File: src/rtl/event_sram_if.sv
// Port bundle for event_sram: write/read request lines, read return, clear control and FSM visibility.
interface event_sram_if #(
  parameter int DATA_WIDTH = 16,
  parameter int AW         = 3
);
  // Handshake: there is no ready. A request is taken on a rising edge only while busy is low
  // and clear is low. rd_valid is a one-cycle qualifier for a new d_out value.
  logic                  wr_en;
  logic [AW-1:0]         wr_addr;
  logic [DATA_WIDTH-1:0] d_in;
  logic                  sense_en;
  logic [AW-1:0]         rd_addr;
  logic [DATA_WIDTH-1:0] d_out;
  logic                  rd_valid;
  logic                  clear;
  logic                  busy;
  logic [0:0]            state;

  modport master (
    output wr_en, wr_addr, d_in, sense_en, rd_addr, clear,
    input  d_out, rd_valid, busy, state
  );

  modport slave (
    input  wr_en, wr_addr, d_in, sense_en, rd_addr, clear,
    output d_out, rd_valid, busy, state
  );
endinterface

File: src/rtl/event_sram.sv
// Simple-dual-port event store with 1/2-cycle read latency, collision mode select and a zeroing sweep.
module event_sram #(
  parameter int DATA_WIDTH     = 16,
  parameter int DEPTH          = 8,
  parameter int READ_LATENCY   = 1,
  parameter int WRITE_FIRST    = 0,
  parameter int CLEAR_ON_RESET = 1
) (
  input logic         clk,
  input logic         rst,
  event_sram_if.slave bus
);
  localparam int AW = ($clog2(DEPTH) > 1) ? $clog2(DEPTH) : 1;

  localparam logic [0:0]    IDLE        = 1'b0;
  localparam logic [0:0]    CLEAR       = 1'b1;
  localparam logic [0:0]    RESET_STATE = (CLEAR_ON_RESET != 0) ? CLEAR : IDLE;
  localparam logic [AW:0]   DEPTH_L     = (AW+1)'(DEPTH);
  localparam logic [AW-1:0] LAST_ADDR   = AW'(DEPTH - 1);

  if (READ_LATENCY != 1 && READ_LATENCY != 2) begin : g_bad_latency
    $error("event_sram: READ_LATENCY must be 1 or 2");
  end
  if (DEPTH < 2) begin : g_bad_depth
    $error("event_sram: DEPTH must be at least 2");
  end

  logic [DATA_WIDTH-1:0] mem [DEPTH];
  logic [0:0]            state;
  logic [AW-1:0]         clr_addr;
  logic                  busy_q;
  logic                  idle_go;
  logic                  wr_ok;
  logic                  rd_ok;
  logic                  rd_in_range;
  logic [DATA_WIDTH-1:0] rd_word;
  logic [DATA_WIDTH-1:0] d_out_q;
  logic                  rd_valid_q;

  assign idle_go     = (state == IDLE) && !bus.clear;
  assign wr_ok       = idle_go && bus.wr_en && ({1'b0, bus.wr_addr} < DEPTH_L);
  assign rd_ok       = idle_go && bus.sense_en;
  assign rd_in_range = ({1'b0, bus.rd_addr} < DEPTH_L);

  // Out-of-range reads still answer, with zero data.
  always_comb begin
    rd_word = '0;
    if (rd_in_range) begin
      if (WRITE_FIRST != 0 && wr_ok && bus.wr_addr == bus.rd_addr) begin
        rd_word = bus.d_in;
      end else begin
        rd_word = mem[bus.rd_addr];
      end
    end
  end

  always_ff @(posedge clk or posedge rst) begin
    if (rst) begin
      state    <= RESET_STATE;
      clr_addr <= '0;
      busy_q   <= (CLEAR_ON_RESET != 0);
    end else begin
      case (state)
        CLEAR: begin
          if (clr_addr == LAST_ADDR) begin
            state    <= IDLE;
            busy_q   <= 1'b0;
            clr_addr <= '0;
          end else begin
            clr_addr <= clr_addr + AW'(1);
          end
        end
        default: begin
          if (bus.clear) begin
            state    <= CLEAR;
            busy_q   <= 1'b1;
            clr_addr <= '0;
          end
        end
      endcase
    end
  end

  // Storage has no reset; the sweep is the only thing that zeroes it.
  always_ff @(posedge clk) begin
    if (state == CLEAR) begin
      mem[clr_addr] <= '0;
    end else if (wr_ok) begin
      mem[bus.wr_addr] <= bus.d_in;
    end
  end

  if (READ_LATENCY == 2) begin : g_lat2
    logic                  s1_valid;
    logic [DATA_WIDTH-1:0] s1_data;

    always_ff @(posedge clk or posedge rst) begin
      if (rst) begin
        s1_valid   <= 1'b0;
        s1_data    <= '0;
        rd_valid_q <= 1'b0;
        d_out_q    <= '0;
      end else begin
        s1_valid   <= rd_ok;
        rd_valid_q <= s1_valid;
        if (rd_ok) s1_data <= rd_word;
        if (s1_valid) d_out_q <= s1_data;
      end
    end
  end else begin : g_lat1
    always_ff @(posedge clk or posedge rst) begin
      if (rst) begin
        rd_valid_q <= 1'b0;
        d_out_q    <= '0;
      end else begin
        rd_valid_q <= rd_ok;
        if (rd_ok) d_out_q <= rd_word;
      end
    end
  end

  assign bus.d_out    = d_out_q;
  assign bus.rd_valid = rd_valid_q;
  assign bus.busy     = busy_q;
  assign bus.state    = state;
endmodule

File: src/flat_wrapper.sv
// flat-port wrapper written by rule: the top's interface ports become plain ports
module event_sram_flat 
#(
  parameter int DATA_WIDTH     = 16,
  parameter int DEPTH          = 8,
  parameter int READ_LATENCY   = 1,
  parameter int WRITE_FIRST    = 0,
  parameter int CLEAR_ON_RESET = 1
)
  (clk, rst, bus_wr_en, bus_wr_addr, bus_d_in, bus_sense_en, bus_rd_addr, bus_clear, bus_d_out, bus_rd_valid, bus_busy, bus_state);
  event_sram_if #(.DATA_WIDTH(DATA_WIDTH), .AW((3))) bus_i ();
  input logic clk;
  input logic rst;
  input wire logic [$bits(bus_i.wr_en)-1:0] bus_wr_en;
  input wire logic [$bits(bus_i.wr_addr)-1:0] bus_wr_addr;
  input wire logic [$bits(bus_i.d_in)-1:0] bus_d_in;
  input wire logic [$bits(bus_i.sense_en)-1:0] bus_sense_en;
  input wire logic [$bits(bus_i.rd_addr)-1:0] bus_rd_addr;
  input wire logic [$bits(bus_i.clear)-1:0] bus_clear;
  output wire logic [$bits(bus_i.d_out)-1:0] bus_d_out;
  output wire logic [$bits(bus_i.rd_valid)-1:0] bus_rd_valid;
  output wire logic [$bits(bus_i.busy)-1:0] bus_busy;
  output wire logic [$bits(bus_i.state)-1:0] bus_state;
  assign bus_i.wr_en = bus_wr_en;
  assign bus_i.wr_addr = bus_wr_addr;
  assign bus_i.d_in = bus_d_in;
  assign bus_i.sense_en = bus_sense_en;
  assign bus_i.rd_addr = bus_rd_addr;
  assign bus_i.clear = bus_clear;
  assign bus_d_out = bus_i.d_out;
  assign bus_rd_valid = bus_i.rd_valid;
  assign bus_busy = bus_i.busy;
  assign bus_state = bus_i.state;
  event_sram #(.DATA_WIDTH(DATA_WIDTH), .DEPTH(DEPTH), .READ_LATENCY(READ_LATENCY), .WRITE_FIRST(WRITE_FIRST), .CLEAR_ON_RESET(CLEAR_ON_RESET)) u_core (.clk(clk), .rst(rst), .bus(bus_i));
endmodule
File: config.mk
export PLATFORM = sky130hd
export DESIGN_NAME = event_sram_flat
export DESIGN_NICKNAME = d
export VERILOG_FILES = /design/src/rtl/event_sram_if.sv /design/src/rtl/event_sram.sv /design/src/flat_wrapper.sv
export SDC_FILE = /design/constraint.sdc
export NUM_CORES = 1
export LEC_CHECK = 0
export ABC_AREA = 1
export BUFFER_PORTS_ARGS = -buffer_cell sky130_fd_sc_hd__buf_2
export CAP_MARGIN = 20
export CORE_MARGIN = 2
export CORE_UTILIZATION = 50
export DETAILED_ROUTE_END_ITERATION = 8
export GPL_TIMING_DRIVEN = 0
export MAX_ROUTING_LAYER = met4
export PLACE_DENSITY = 0.77
export SLEW_MARGIN = 40
export SYNTH_ARGS = -nofsm -noshare
export SYNTH_HDL_FRONTEND = slang
export SYNTH_SLANG_ARGS = --single-unit
File: constraint.sdc
create_clock -name clk -period 2.2 [get_ports clk]
set_input_delay 0.22 -clock clk [delete_from_list [all_inputs] [get_ports clk]]
set_output_delay 0.22 -clock clk [all_outputs]
set_load 0.05 [all_outputs]
# Yosys cells after proc, flatten, opt, wreduce, memory -nomap -nowiden
# Memories as Yosys holds them, arrays and structs flattened. A register that Yosys moved wholly into a read port is not among the register bits.
# Index checks and enable logic that the tools add are counted.
# op_classes
bitwise	1
add_sub_neg	1
mux	17
n_eq_ne	2
n_reduce_logical	7
# op_table
operator	count
two-way mux 16 bit	1
OR reduction 16 bit	1
two-way mux 1 bit	12
two-way mux 3 bit	4
adder 3 x 1 -> 3 bit (second input constant)	1
equality test 3 bit (second input constant)	1
logical AND 1 bit	3
inequality test 2 bit (second input constant)	1
AND reduction 2 bit	1
nonzero test 2 bit	1
zero test 1 bit	1
inverter 1 bit	1
# totals
ram_bits	128
reg_bits	6
out_inout_bits	19
mem_count	1
input_bits	27
# memory_table
name	words	word_bits	read_ports	rd_ports_with_merged_regs	wr	line	source
u_core.mem	8	16	1	1	1	event_sram.sv:28	logic [DATA_WIDTH-1:0] mem [DEPTH];

# Depth between registers and ports, before layout
# depth
ltp_word	8
depth_mapped	8
depth_no_buf	7

# Worst setup path after synthesis
# Ideal clock, no wire load.
# synth_path
path_kind	register -> register
start	reg u_core.state, in the netlist u_core.bus.state
end	mem u_core.mem[6][0] (enable)
path_slack_ns	-0.088
t_arrival_ns	1.899
period_less_slack_ns	2.288
stages_incl_launch_ff	6
path_cell_list	dfstp_2 nor2_4 nand2_2 buf_6 o211ai_2 nor2_1
# synth_between
elab_chain_len	8
word_cells_on_any_way	11
# synth_lines
item	line	source
start: declaration	event_sram.sv:29	logic [0:0] state;
start signal: assignment	event_sram.sv:59	state <= RESET_STATE;
start signal: assignment	event_sram.sv:66	state <= IDLE;
start signal: assignment	event_sram.sv:75	state <= CLEAR;
inverter 1 bit	event_sram.sv:40	assign idle_go = (state == IDLE) && !bus.clear;
logical AND 1 bit	event_sram.sv:40	
logical AND 1 bit	event_sram.sv:41	assign wr_ok = idle_go && bus.wr_en && ({1'b0, bus.wr_addr} < DEPTH_L);
two-way mux 1 bit	event_sram.sv:88	end else if (wr_ok) begin
two-way mux 1 bit	event_sram.sv:86	if (state == CLEAR) begin
two-way mux 1 bit (not written as such)	event_sram.sv:89	mem[bus.wr_addr] <= bus.d_in;
OR reduction 16 bit (no source line)	--	
two-way mux 3 bit (no source line) or two-way mux 1 bit (tied branches)	--	
end: declaration	event_sram.sv:28	
# Parallel ways exist; a longest one is shown, timed or not.

# Final worst setup path
# layout_path
start	reg u_core.state, in the netlist u_core.bus.state
end	mem u_core.mem[2][9] (enable)
# The elaborated chain is that of the path after synthesis.

==> results.md <==
- Nets: around 740
- Total power draw: between 9 and 10 mW
- Clock buffer depth: 2
- CP Launch Point: u_core.bus.state
- Vias in the first global route: 4654
- IO Port Bufs: 43
- Pins Over Slew Limit: 0
- CTS tree: done
- Die area: between 10000 and 15000 um^2
- Worst R2R Setup Slack: around 130 ps
- Cells after DPL: 860
- Status: completed
- Number of vias per cell: 5.23
- Drt first pass iters: 6
- P&R area growth vs syn: 19.2%
- Final WL: around 16 mm
- GPL Wtd Cong: around 0.85
- Met3 GRT Util: around 5.7%
- Initial Util: 51.2%
- Syn Area/Cell: ~10 um^2
- Die span in y: between 100 and 150 um
- WP data arrival: 2120 ps
- Hold_ws: about 38 ps
- GR Overflow Total: 0
- Cell count of the worst reg-to-reg path: 5
- Register area share after synthesis: 68.1%
- Mapped Nets: between 600 and 700
- Post-CTS Resized: 0
- Worst-Margin Slew: roughly 730 ps
- Drt wl/cell: between 15 and 20 um
- Row count: 41
- Worst endpoint required time: 2250 ps
- Clk root buf: clkbuf_16
- Leak: roughly 3.5 nW
- 1st-iter DRT viols: 564
- RSZ-0062 raised after global routing: no
- Post-route insts no fill: between 800 and 900
- Skew-Pair Late Insertion Delay: ~420 ps
- Setup Skew: about 6.5 ps
- Total track usage: 24.4%
- Cell count after synthesis: approximately 640
- DRC viols: 0
- Peak VDD IR: 0.918 mV
- Fmax: 484 MHz
- Crit path capture: u_core.mem[2][9]
- Final Hold Viols: 0
- Yosys reg bits: 150
- Final setup vio count: 0
- Worst rel slew slack: between 50% and 60%
- Critical R2R Launch: u_core.bus.state
- Filler cells: ~1100
- Reg2reg end: u_core.mem[2][9]
- Crit path max fanout: 16
- Number of CTS-inserted buffers: 17
- Tcrit/Tclk final: a little over nine tenths
- Number of diodes: 0
- Initial antenna violation count: 0
- CTS H-Tree Depth: 4
- Distinct cells, synth: 24
- Routed Antenna Nets: 0
- Core Area: 12600 um^2
- Crit Path Class: flop to flop
- Tmin final: slightly above 2000 ps
- Max Cap Viol: 0
- Layout cell share with drive strength beyond 1: between 10% and 20%
- Layer with the highest usage: met2
- Yosys warning count: 0
- Multi-input gate area: roughly 1500 um^2
- Hold Path Class: input pin to flop
- Hold path depth: 3
- Setup crit start kind: flop
- CTS clock-pin slew for the worst setup and hold paths: around 50 ps
- Detailed placement HPWL: roughly 9.7 mm
- Setup_tns: 0 ps
- Critical path capture point type: flop
- Vias after detailed routing: ~4700
- Clock Sinks: 150
- Largest net degree at the start of global routing: 23
- Register Area: roughly 4400 um^2
- Global-route wire length before repair: about 24 mm
- M1 GR Usage: between 20% and 30%
- PD cells: 1300 nW/um^2
- DIE WIDTH: 118 um
- # IOs: 46
- Met2 Usage GRT: roughly 40%
- Mapped cell area: 6460 um^2
[cell families after synthesis]
group,count (synthesis),share of synthesized area [%]
buf+inv,152,9.28
simple gates,329,21.4
compound gates,9,0.891
flops,150,68.1
fa+ha+maj,2,0.387
[cells in the final DEF, fill, tap and decap left out, types with 3 or more instances in the layout]
cell	instances
inv_1	122
dfrtp_1	20
clkbuf_1	13
nor2_1	16
clkinv_1	4
buf_8	3
clkbuf_16	17
nand3_1	96
edfxtp_1	128
nand2_2	3
nor2_4	9
inv_2	3
bufinv_16	7
buf_2	57
nand2_1	203
[worst max-delay path: stages, from the launching register on]
cell and delay (ps):
dfstp_2 580, nor2_4 70, nand2_2 110, buf_6 170, o211ai_2 220, nor2_4 540
[Yosys cell counts]
cell / number / area [um^2]
a21oi_1: 2 / 10.0
o21ai_0: 2 / 10.0
buf_2: 14 / 70.1
o22ai_1: 1 / 6.26
buf_4: 1 / 7.51
nand2_4: 1 / 11.3
dfrtp_1: 20 / 500
o21ai_2: 1 / 8.76
o21ai_1: 2 / 10.0
buf_1: 1 / 3.75
nor2_1: 24 / 90.1
dfstp_2: 2 / 52.6
inv_1: 123 / 462
buf_6: 1 / 11.3
nand2_2: 3 / 18.8
or2_2: 1 / 6.26
clkbuf_1: 10 / 37.5
edfxtp_1: 128 / 3840
o211ai_2: 1 / 12.5
nand2_1: 203 / 762
nand3_1: 96 / 480
inv_2: 2 / 7.51
ha_1: 2 / 25.0
nor2_4: 1 / 11.3
[timing repair]
item                                   CTS  global route
setup endpoints to repair                0            17
hold buffers                             1             0
setup buffers                            0             2
endpoints found under the hold margin   20             0
[layer usage]
layer  share of wire (%)  wire, um  vias to the layer above
met4                 1.7       263                        0
met5                   0         0                        -
met2                  50      7920                      272
met3                 8.9      1390                       29
met1                  39      6150                     2206
li1                    -         -                     2173
[area by class of cell]
cell class / instances / share of cell area, %
inverter: 125 / 6.09
buffer: 27 / 1.69
tap: 172 / 2.80
clock buffer: 20 / 5.67
clock inverter: 12 / 2.99
timing repair buffer: 49 / 3.87
sequential: 150 / 57.1
multi-input combinational: 340 / 19.8
[per-stage QoR]
step / setup WS (ps) / area (um^2) / util (%)
after floorplan: -87.7 / 6460 / -
after global placement: -609 / 6890 / 54.6
after detailed placement: 106 / 6990 / 55.4
after CTS: 89.0 / 7670 / 60.8
after global routing: 14.6 / 7700 / 61.0
final: 133 / 7700 / 61.0
[worst min path at each step]
stage,start,endpoint
after floorplan,rst,u_core.bus.d_out[0]
after global placement,u_core.bus.d_out[10],u_core.bus.d_out[10]
after detailed placement,rst,u_core.bus.d_out[10]
after CTS,bus_clear,u_core.bus.state
after global routing,bus_clear,u_core.bus.state
final,bus_clear,u_core.bus.state
[power by group]
| group | switching [mW] | total (mW) | leakage [nW] | internal, mW |
|---|---|---|---|---|
| logic | 1.84 | 2.46 | 1.75 | 0.621 |
| registers | 0.253 | 4.25 | 1.48 | 4.00 |
| clock network | 1.06 | 3.29 | 0.322 | 2.22 |
[registers in the layout, summed over array words and instances, names as in the netlist]
signal and flops:
u_core.bus.d_out 16, u_core.bus.busy 1, u_core.mem 128, u_core.clr_addr 3
u_core.bus.state 1, u_core.bus.rd_valid 1
Power figures use the tool's default switching activity.
